File: src/rtl/mux_nt1_reg_pkg.sv
// Shared constants and helpers for the N:1 registered selector.
package mux_nt1_reg_pkg;

    localparam int MUX_MAX_NIN = 16;

    // Select width for n inputs; a 1-input mux still gets a 1-bit select.
    function automatic int sel_w(input int n);
        return (n > 1) ? $clog2(n) : 1;
    endfunction

endpackage

File: src/rtl/mux_nt1_reg_if.sv
// Data/handshake bundle between the selector stage and its producer/consumer.
interface mux_nt1_reg_if #(
    parameter int WIDTH = 32,
    parameter int NIN   = 4
);
    import mux_nt1_reg_pkg::*;

    localparam int SELW = sel_w(NIN);

    logic [NIN*WIDTH-1:0] in_bus;
    logic [SELW-1:0]      sel;
    logic                 sel_we;
    logic                 in_valid;
    logic                 in_ready;
    logic [WIDTH-1:0]     o;
    logic                 o_valid;
    logic                 o_ready;
    logic [SELW-1:0]      sel_q;
    logic                 err;
    logic                 err_clr;

    modport master (
        output in_bus, sel, sel_we, in_valid, o_ready, err_clr,
        input  in_ready, o, o_valid, sel_q, err
    );

    modport slave (
        input  in_bus, sel, sel_we, in_valid, o_ready, err_clr,
        output in_ready, o, o_valid, sel_q, err
    );

endinterface

File: src/rtl/mux_nt1_reg_comb.sv
// Combinational indexed select; oob flags a select with no matching input.
module mux_nt1_comb
    import mux_nt1_reg_pkg::*;
#(
    parameter int WIDTH = 32,
    parameter int NIN   = 4,
    localparam int SELW = sel_w(NIN)
) (
    input  logic [NIN*WIDTH-1:0] in_bus,
    input  logic [SELW-1:0]      sel,
    output logic [WIDTH-1:0]     data,
    output logic                 oob
);

    always_comb begin
        data = '0;
        oob  = 1'b1;
        for (int k = 0; k < NIN; k++) begin
            if (int'(sel) == k) begin
                data = in_bus[k*WIDTH +: WIDTH];
                oob  = 1'b0;
            end
        end
    end

endmodule

File: src/rtl/mux_nt1_reg.sv
// N:1 selector with latched select, one-deep valid/ready output register and sticky range error.
module mux_nt1_reg
    import mux_nt1_reg_pkg::*;
#(
    parameter int               WIDTH     = 32,
    parameter int               NIN       = 4,
    parameter logic [WIDTH-1:0] RESET_VAL = '0
) (
    input logic          clk,
    input logic          rst,
    mux_nt1_reg_if.slave bus
);

    localparam int SELW = sel_w(NIN);

    if (NIN < 2 || NIN > MUX_MAX_NIN) begin : g_bad_nin
        $error("mux_nt1_reg: NIN out of range 2..16");
    end

    logic [SELW-1:0]  sel_d, sel_q;
    logic [WIDTH-1:0] o_d, o_q;
    logic             o_valid_d, o_valid_q;
    logic             err_d, err_q;

    logic [SELW-1:0]  eff_sel;
    logic [WIDTH-1:0] mux_data;
    logic             mux_oob;
    logic             in_ready;
    logic             accept;

    // A same-cycle select load steers the same-cycle transfer.
    assign eff_sel  = bus.sel_we ? bus.sel : sel_q;
    assign in_ready = !o_valid_q | bus.o_ready;
    assign accept   = bus.in_valid & in_ready;

    mux_nt1_comb #(.WIDTH(WIDTH), .NIN(NIN)) u_comb (
        .in_bus (bus.in_bus),
        .sel    (eff_sel),
        .data   (mux_data),
        .oob    (mux_oob)
    );

    always_comb begin
        sel_d     = bus.sel_we ? bus.sel : sel_q;
        o_d       = o_q;
        o_valid_d = o_valid_q;
        err_d     = err_q;
        if (accept) begin
            o_d       = mux_oob ? RESET_VAL : mux_data;
            o_valid_d = 1'b1;
        end else if (bus.o_ready) begin
            o_valid_d = 1'b0;
        end
        // Setting beats clearing when both happen in one cycle.
        if (bus.err_clr)
            err_d = 1'b0;
        if (accept && mux_oob)
            err_d = 1'b1;
    end

    always_ff @(posedge clk) begin
        if (rst) begin
            sel_q     <= '0;
            o_q       <= RESET_VAL;
            o_valid_q <= 1'b0;
            err_q     <= 1'b0;
        end else begin
            sel_q     <= sel_d;
            o_q       <= o_d;
            o_valid_q <= o_valid_d;
            err_q     <= err_d;
        end
    end

    assign bus.in_ready = in_ready;
    assign bus.o        = o_q;
    assign bus.o_valid  = o_valid_q;
    assign bus.sel_q    = sel_q;
    assign bus.err      = err_q;

endmodule

File: src/flat_wrapper.sv
// flat-port wrapper written by rule: the top's interface ports become plain ports
module mux_nt1_reg_flat import mux_nt1_reg_pkg::*;
#(
    parameter int               WIDTH     = 32,
    parameter int               NIN       = 4,
    parameter logic [WIDTH-1:0] RESET_VAL = '0
)
  (clk, rst, bus_in_bus, bus_sel, bus_sel_we, bus_in_valid, bus_o_ready, bus_err_clr, bus_in_ready, bus_o, bus_o_valid, bus_sel_q, bus_err);
  mux_nt1_reg_if #(.WIDTH(WIDTH), .NIN(NIN)) bus_i ();
  input logic clk;
  input logic rst;
  input wire logic [$bits(bus_i.in_bus)-1:0] bus_in_bus;
  input wire logic [$bits(bus_i.sel)-1:0] bus_sel;
  input wire logic [$bits(bus_i.sel_we)-1:0] bus_sel_we;
  input wire logic [$bits(bus_i.in_valid)-1:0] bus_in_valid;
  input wire logic [$bits(bus_i.o_ready)-1:0] bus_o_ready;
  input wire logic [$bits(bus_i.err_clr)-1:0] bus_err_clr;
  output wire logic [$bits(bus_i.in_ready)-1:0] bus_in_ready;
  output wire logic [$bits(bus_i.o)-1:0] bus_o;
  output wire logic [$bits(bus_i.o_valid)-1:0] bus_o_valid;
  output wire logic [$bits(bus_i.sel_q)-1:0] bus_sel_q;
  output wire logic [$bits(bus_i.err)-1:0] bus_err;
  assign bus_i.in_bus = bus_in_bus;
  assign bus_i.sel = bus_sel;
  assign bus_i.sel_we = bus_sel_we;
  assign bus_i.in_valid = bus_in_valid;
  assign bus_i.o_ready = bus_o_ready;
  assign bus_i.err_clr = bus_err_clr;
  assign bus_in_ready = bus_i.in_ready;
  assign bus_o = bus_i.o;
  assign bus_o_valid = bus_i.o_valid;
  assign bus_sel_q = bus_i.sel_q;
  assign bus_err = bus_i.err;
  mux_nt1_reg #(.WIDTH(WIDTH), .NIN(NIN), .RESET_VAL(RESET_VAL)) u_core (.clk(clk), .rst(rst), .bus(bus_i));
endmodule
File: config.mk
export PLATFORM = sky130hd
export DESIGN_NAME = mux_nt1_reg_flat
export DESIGN_NICKNAME = d
export VERILOG_FILES = /design/src/rtl/mux_nt1_reg_pkg.sv /design/src/rtl/mux_nt1_reg_if.sv /design/src/rtl/mux_nt1_reg_comb.sv /design/src/rtl/mux_nt1_reg.sv /design/src/flat_wrapper.sv
export SDC_FILE = /design/constraint.sdc
export NUM_CORES = 1
export LEC_CHECK = 0
export CAP_MARGIN = 30
export CORE_AREA = 2 2 110 69
export CTS_CLUSTER_DIAMETER = 30
export DETAILED_ROUTE_END_ITERATION = 7
export DIE_AREA = 0 0 112 71
export PLACE_DENSITY = 0.77
export RECOVER_POWER = 100
export SYNTH_ARGS = -nofsm -noshare
export SYNTH_HDL_FRONTEND = slang
export SYNTH_HIERARCHICAL = 1
export SYNTH_SLANG_ARGS = --single-unit
File: constraint.sdc
create_clock -name clk -period 2.34 [get_ports clk]
set_input_delay 0.468 -clock clk [delete_from_list [all_inputs] [get_ports clk]]
set_output_delay 0.468 -clock clk [all_outputs]
set_load 0.05 [all_outputs]
# Word level (Yosys, flattened, before mapping)
# Index checks and enable logic that the tools add are counted.
# op_classes
n_mux	14
n_eq_ne	3
reduce_logical	5
n_bitwise	2
# op_table
operator	count
32-bit two-way mux	5
1-bit two-way mux	8
2-bit == test, second input constant	2
2-bit nonzero test	2
2-bit by 1-bit == test with 1-bit output, second input constant	1
2-bit logical NOT	1
2-bit two-way mux	1
1-bit bitwise AND	1
1-bit logical AND	1
1-bit logical NOT	1
1-bit OR	1
# totals
word_cells	28
register_bits	36
inputBits	136
output_inout_bits	37

# Depth between registers and ports, before layout
# Gate-level depths: netlist of run 1.
# depth
depth_word	8
ltp_mapped	6
mapped_depth_nobuf	4

# Cells and area by module
# Netlist of run 1, hierarchy kept.
# modules_own_cells
module	instances	area_each_um2	seq_area_each_um2	cells_each
mux_nt1_reg	1	1562.7	720.7	163
mux_nt1_comb	1	825.8	0.0	41

# Worst setup path after synthesis of run 1
# OpenSTA, ideal clock, no wires.
# synth_path
path_type	flip-flop to flip-flop
startpoint	reg u_core.sel_q[0], in the netlist u_core/bus.sel_q[0]
endpoint	reg u_core.o_q[29], in the netlist u_core/bus.o[29]
setup_ns	0.134
arrival_ns	1.785
path_stages_with_launch	7
synth_period_minus_slack_ns	1.919
path_buffers	2
setup_slack_ns	0.421
required_time_ns	2.206
path_cell_list	dfxtp_1 mux2_2 buf_6 buf_12 mux4_2 nand4b_1 a21oi_1
# synth_between
elab_chain_cells	7
word_cells_on_any_way	14
cone_classes	eq/ne (3); mux (10); reduce/logical (1)
# synth_lines
element	line_no	rtl
start, declared	mux_nt1_reg.sv:20	logic [SELW-1:0] sel_d, sel_q;
start signal, assigned	mux_nt1_reg.sv:68	sel_q <= sel_d;
2-bit two-way mux (*)	--	
via u_core.eff_sel[0]	mux_nt1_reg.sv:25	logic [SELW-1:0] eff_sel;
2-bit logical NOT	mux_nt1_reg_comb.sv:19	if (int'(sel) == k) begin
32-bit two-way mux (3 in series)	mux_nt1_reg_comb.sv:19	
32-bit two-way mux (*)	mux_nt1_reg_comb.sv:19	
via u_core.mux_data[29]	mux_nt1_reg.sv:26	logic [WIDTH-1:0] mux_data;
32-bit two-way mux (*)	mux_nt1_reg.sv:49	o_d = mux_oob ? RESET_VAL : mux_data;
end signal, assigned	mux_nt1_reg.sv:64	o_q <= RESET_VAL;
end signal, assigned	mux_nt1_reg.sv:69	o_q <= o_d;
end, declared	mux_nt1_reg.sv:21	logic [WIDTH-1:0] o_d, o_q;
# The timed path passes the listed nets; every way through them passes the cells marked *.
# A chain may end at the register's enable or synchronous reset.

# Worst setup path in the final report of run 1
# layout_path
startpoint	in bus_sel_we
endpoint	reg u_core.o_q[10], in the netlist u_core/bus.o[10]
# layout_between
elab_chain_cells	7
word_cells_on_any_way	14
cone_classes	eq/ne (3); mux (10); reduce/logical (1)
# layout_lines
element	line_no	rtl
start, declared	flat_wrapper.sv:14	input wire logic [$bits(bus_i.sel_we)-1:0] bus_sel_we;
2-bit two-way mux (*)	--	
via u_core.eff_sel[0]	mux_nt1_reg.sv:25	
2-bit logical NOT	mux_nt1_reg_comb.sv:19	
32-bit two-way mux (3 in series)	mux_nt1_reg_comb.sv:19	
32-bit two-way mux (*)	mux_nt1_reg_comb.sv:19	
via u_core.mux_data[10]	mux_nt1_reg.sv:26	
32-bit two-way mux (*)	mux_nt1_reg.sv:49	
# Marked as above.

==> reports/summary.txt, run 1 <==
Fillers: 603
Syn-to-layout area delta: 76.3%
CP Data Arrival Time: 2.30 ns
Worst endpoint required time: 2.45 ns
Share of the synthesized area in the top cell type: 0.302
Die area: 0.00795 mm^2
Clock Root Buffer: clkbuf_16
Total power: 2020 uW
Outcome: completed
Fin Setup TNS: 0 ns
Final Max Tran Viols: 0
Drt via density: 5.41
Worst path slowest cell: clkdlybuf4s50_1
WP buf/inv: 2
R2R depth: 5
Pin count of the biggest net entering global routing: 37
Worst-path cell chain: clkdlybuf4s50_1 -> mux2_1 -> buf_12 -> mux4_2 -> nand4b_1 -> a21oi_1
Layout cells sized above 1: 0.140
HPWL after DPL: 6110 um
Grt met1 use: 0.274
Least-Margin Pin Slew: 0.827 ns
Hold Path Stages: 2
# IOs: 173
Longest Clk Path Bufs: 2
Largest cells by area after synthesis: dfxtp_1 (30%), mux4_2 (28%), nand4b_1 (12%)
Die X: 112 um
Post-Syn Area: 0.00239 mm^2
Row cnt: 24
Post-CTS Setup Bufs: 0
Critical path's top delay family: multiplexers
Max IR drop VDD: 0.304 mV
Main combinational cell family by area after synthesis: multiplexers
Synth Area in Adders: 0
Routed wire length: 8380 um
Crit Path Max Fanout: 16
Hold Buf Count CTS: 0
Most Crowded Layer GR: met2
GRT overflow: 0
Dominant cell type by area after synthesis: dfxtp_1
Hold Fails Final Rpt: 0
Diode count: 0
Met3 usage: 0.0566
Ys Warns: 6
Final hold slack: 0.459 ns
Placed cell areas: 0.00407 mm^2
Clk slew on worst S/H paths: 0.05 ns
Clock Skew: 0.00320 ns
Cells after DPL: 446
Initial core utilization: 0.340
Post-Syn Area per Cell: 11.7 um^2
Vias in the first global route: 2605
H-tree levels: 2
FF+latch count, synth: 36
Critical path class: input port to flop
Worst Hold Class: flop to flop
First-pass GRT wire length: 13400 um
Initial antenna violation count: 0
Core box area: 0.00703 mm^2
Final Critical Period: 2.18 ns
Drt pass-1 iters: 4
Clk Latency, worst-skew pair: 0.27 ns
Via Count: 2457
Seq/Total Area, Yosys: 0.302
Post-CTS sizing: 0
Syn nets: 340
Pwr per Cell Area: 480 mW/mm^2
Final Cycle Share: 0.934
Drc violations: 0
Final Non-Filler Cells: 454
Clk sink count: 36
Max Fclk: 458 MHz
Gr usage total: 0.212
Final Setup Violations: 0
Worst Setup Start Kind: input port
Simple-gate share of the synthesized area: 0.133
Design Area, Final: 0.00421 mm^2
Crit path capture type: flop
Rel. slew slack: 0.448
Slowest cell delay on critical path: 0.51 ns
Die Ht: 71 um
Leak pwr: 0.00151 uW
Synth Area in Compound Gates: 0.143
Post-synthesis xor/xnor area fraction: 0
NumNets Final: 498
Drt wl/cell: 18.4 um
CTS tree: done
Met2 usage: 0.370
PortBufs: 172
Routed Antenna Nets: 0
Mux cell area share after synthesis: 0.314
Routability cong.: 0.767
Syn Inst Count: 204
Unique cell type count in the Yosys netlist: 24
Worst path depth: 6
Num CTS Buffers: 5
MaxCap Viol Count: 0
RSZ-0062 raised after global routing: no
DRT iter0 DRCs: 132
==> final cells by class <==
type | instances | area [um^2] | area share
repair buffers | 179 | 1810 | 0.429
multi-input cells | 138 | 1410 | 0.336
flip-flops and latches | 36 | 721 | 0.171
inverters | 2 | 10.0 | 0.00238
well taps | 91 | 114 | 0.0270
clock buffers | 8 | 146 | 0.0348
==> cells in the final DEF, fill, tap and decap left out <==
cell | Yosys | routed
a21oi_1 | 33 | 33
a21oi_2 | 1 | 1
buf_12 | 3 | 3
buf_4 | 3 | 4
clkbuf_1 | 5 | 2
clkbuf_16 | 0 | 5
clkbuf_2 | 1 | 1
clkbuf_8 | 0 | 1
clkdlybuf4s50_1 | 0 | 134
conb_1 | 1 | 1
dfxtp_1 | 36 | 36
dlygate4sd3_1 | 0 | 37
inv_2 | 1 | 1
inv_4 | 0 | 1
mux2_1 | 0 | 1
mux2_2 | 2 | 1
mux4_1 | 2 | 2
mux4_2 | 30 | 30
nand2b_1 | 1 | 1
nand3_1 | 1 | 1
nand4b_1 | 32 | 32
nor2b_1 | 2 | 2
nor2b_4 | 1 | 1
o21ai_0 | 2 | 2
o21ai_1 | 28 | 28
o21ai_2 | 2 | 2
==> cells in the mapped netlist, drive strengths merged <==
cell type,count
a21oi,34
nand3,1
nor2b,3
o21ai,32
nand4b,32
conb,1
inv,2
mux2,2
clkbuf,6
nand2b,1
mux4,32
dfxtp,36
buf,22
==> logic make-up after synthesis <==
family          count (synthesis)
compound gates                 66
buf+inv                        30
flops                          36
mux                            34
other cells                     1
simple gates                   37
==> state kept, by name (all words and copies together) (netlist names) <==
register,count
u_core/bus.sel_q,2
u_core/bus.err,1
u_core/bus.o_valid,1
u_core/bus.o,32
==> where the power goes <==
part           switching (uW)  internal (uW)  total, uW
registers                14.6            645        660
clock network             232            424        657
logic                     305            401        706
==> final timing paths <==
| path | startpoint | endpoint | slack, ns |
|---|---|---|---|
| max | bus_sel_we | u_core/bus.o[10] | 0.16 |
| min | u_core/bus.o[31] | u_core/bus.o[31] | 0.46 |
| max reg2reg | u_core/bus.sel_q[0] | u_core/bus.o[10] | 0.60 |
| min reg2reg | u_core/bus.o[31] | u_core/bus.o[31] | 0.46 |
==> metrics by stage <==
step	utilization	setup slack, ns
6_report	0.599	0.155
5_1_grt	0.599	0.101
4_1_cts	0.600	0.252
3_5_place_dp	0.579	-0.0408
3_3_place_gp	0.579	0.0297
2_1_floorplan	-	0.421
==> worst min-delay path: stages, from the launching register on <==
cell and delay, ns:
dfxtp_1 0.31, o21ai_2 0.05, a21oi_1 0.05
==> metal layers <==
layer	wire (um)	share of wire	up-vias
met1	3600	0.43	1199
met3	634	0.076	2
met5	0	0	-
li1	-	-	1141
met2	4120	0.49	115
met4	27	0.0032	0
Note: power is estimated with default switching activity, not from simulation.
==> run 2, diff against run 1 <==
CTS_CLUSTER_DIAMETER = 80   (was 30)
==> results of run 2 <==
Same layout as run 1: the final DEF is identical, and so are final timing and power.
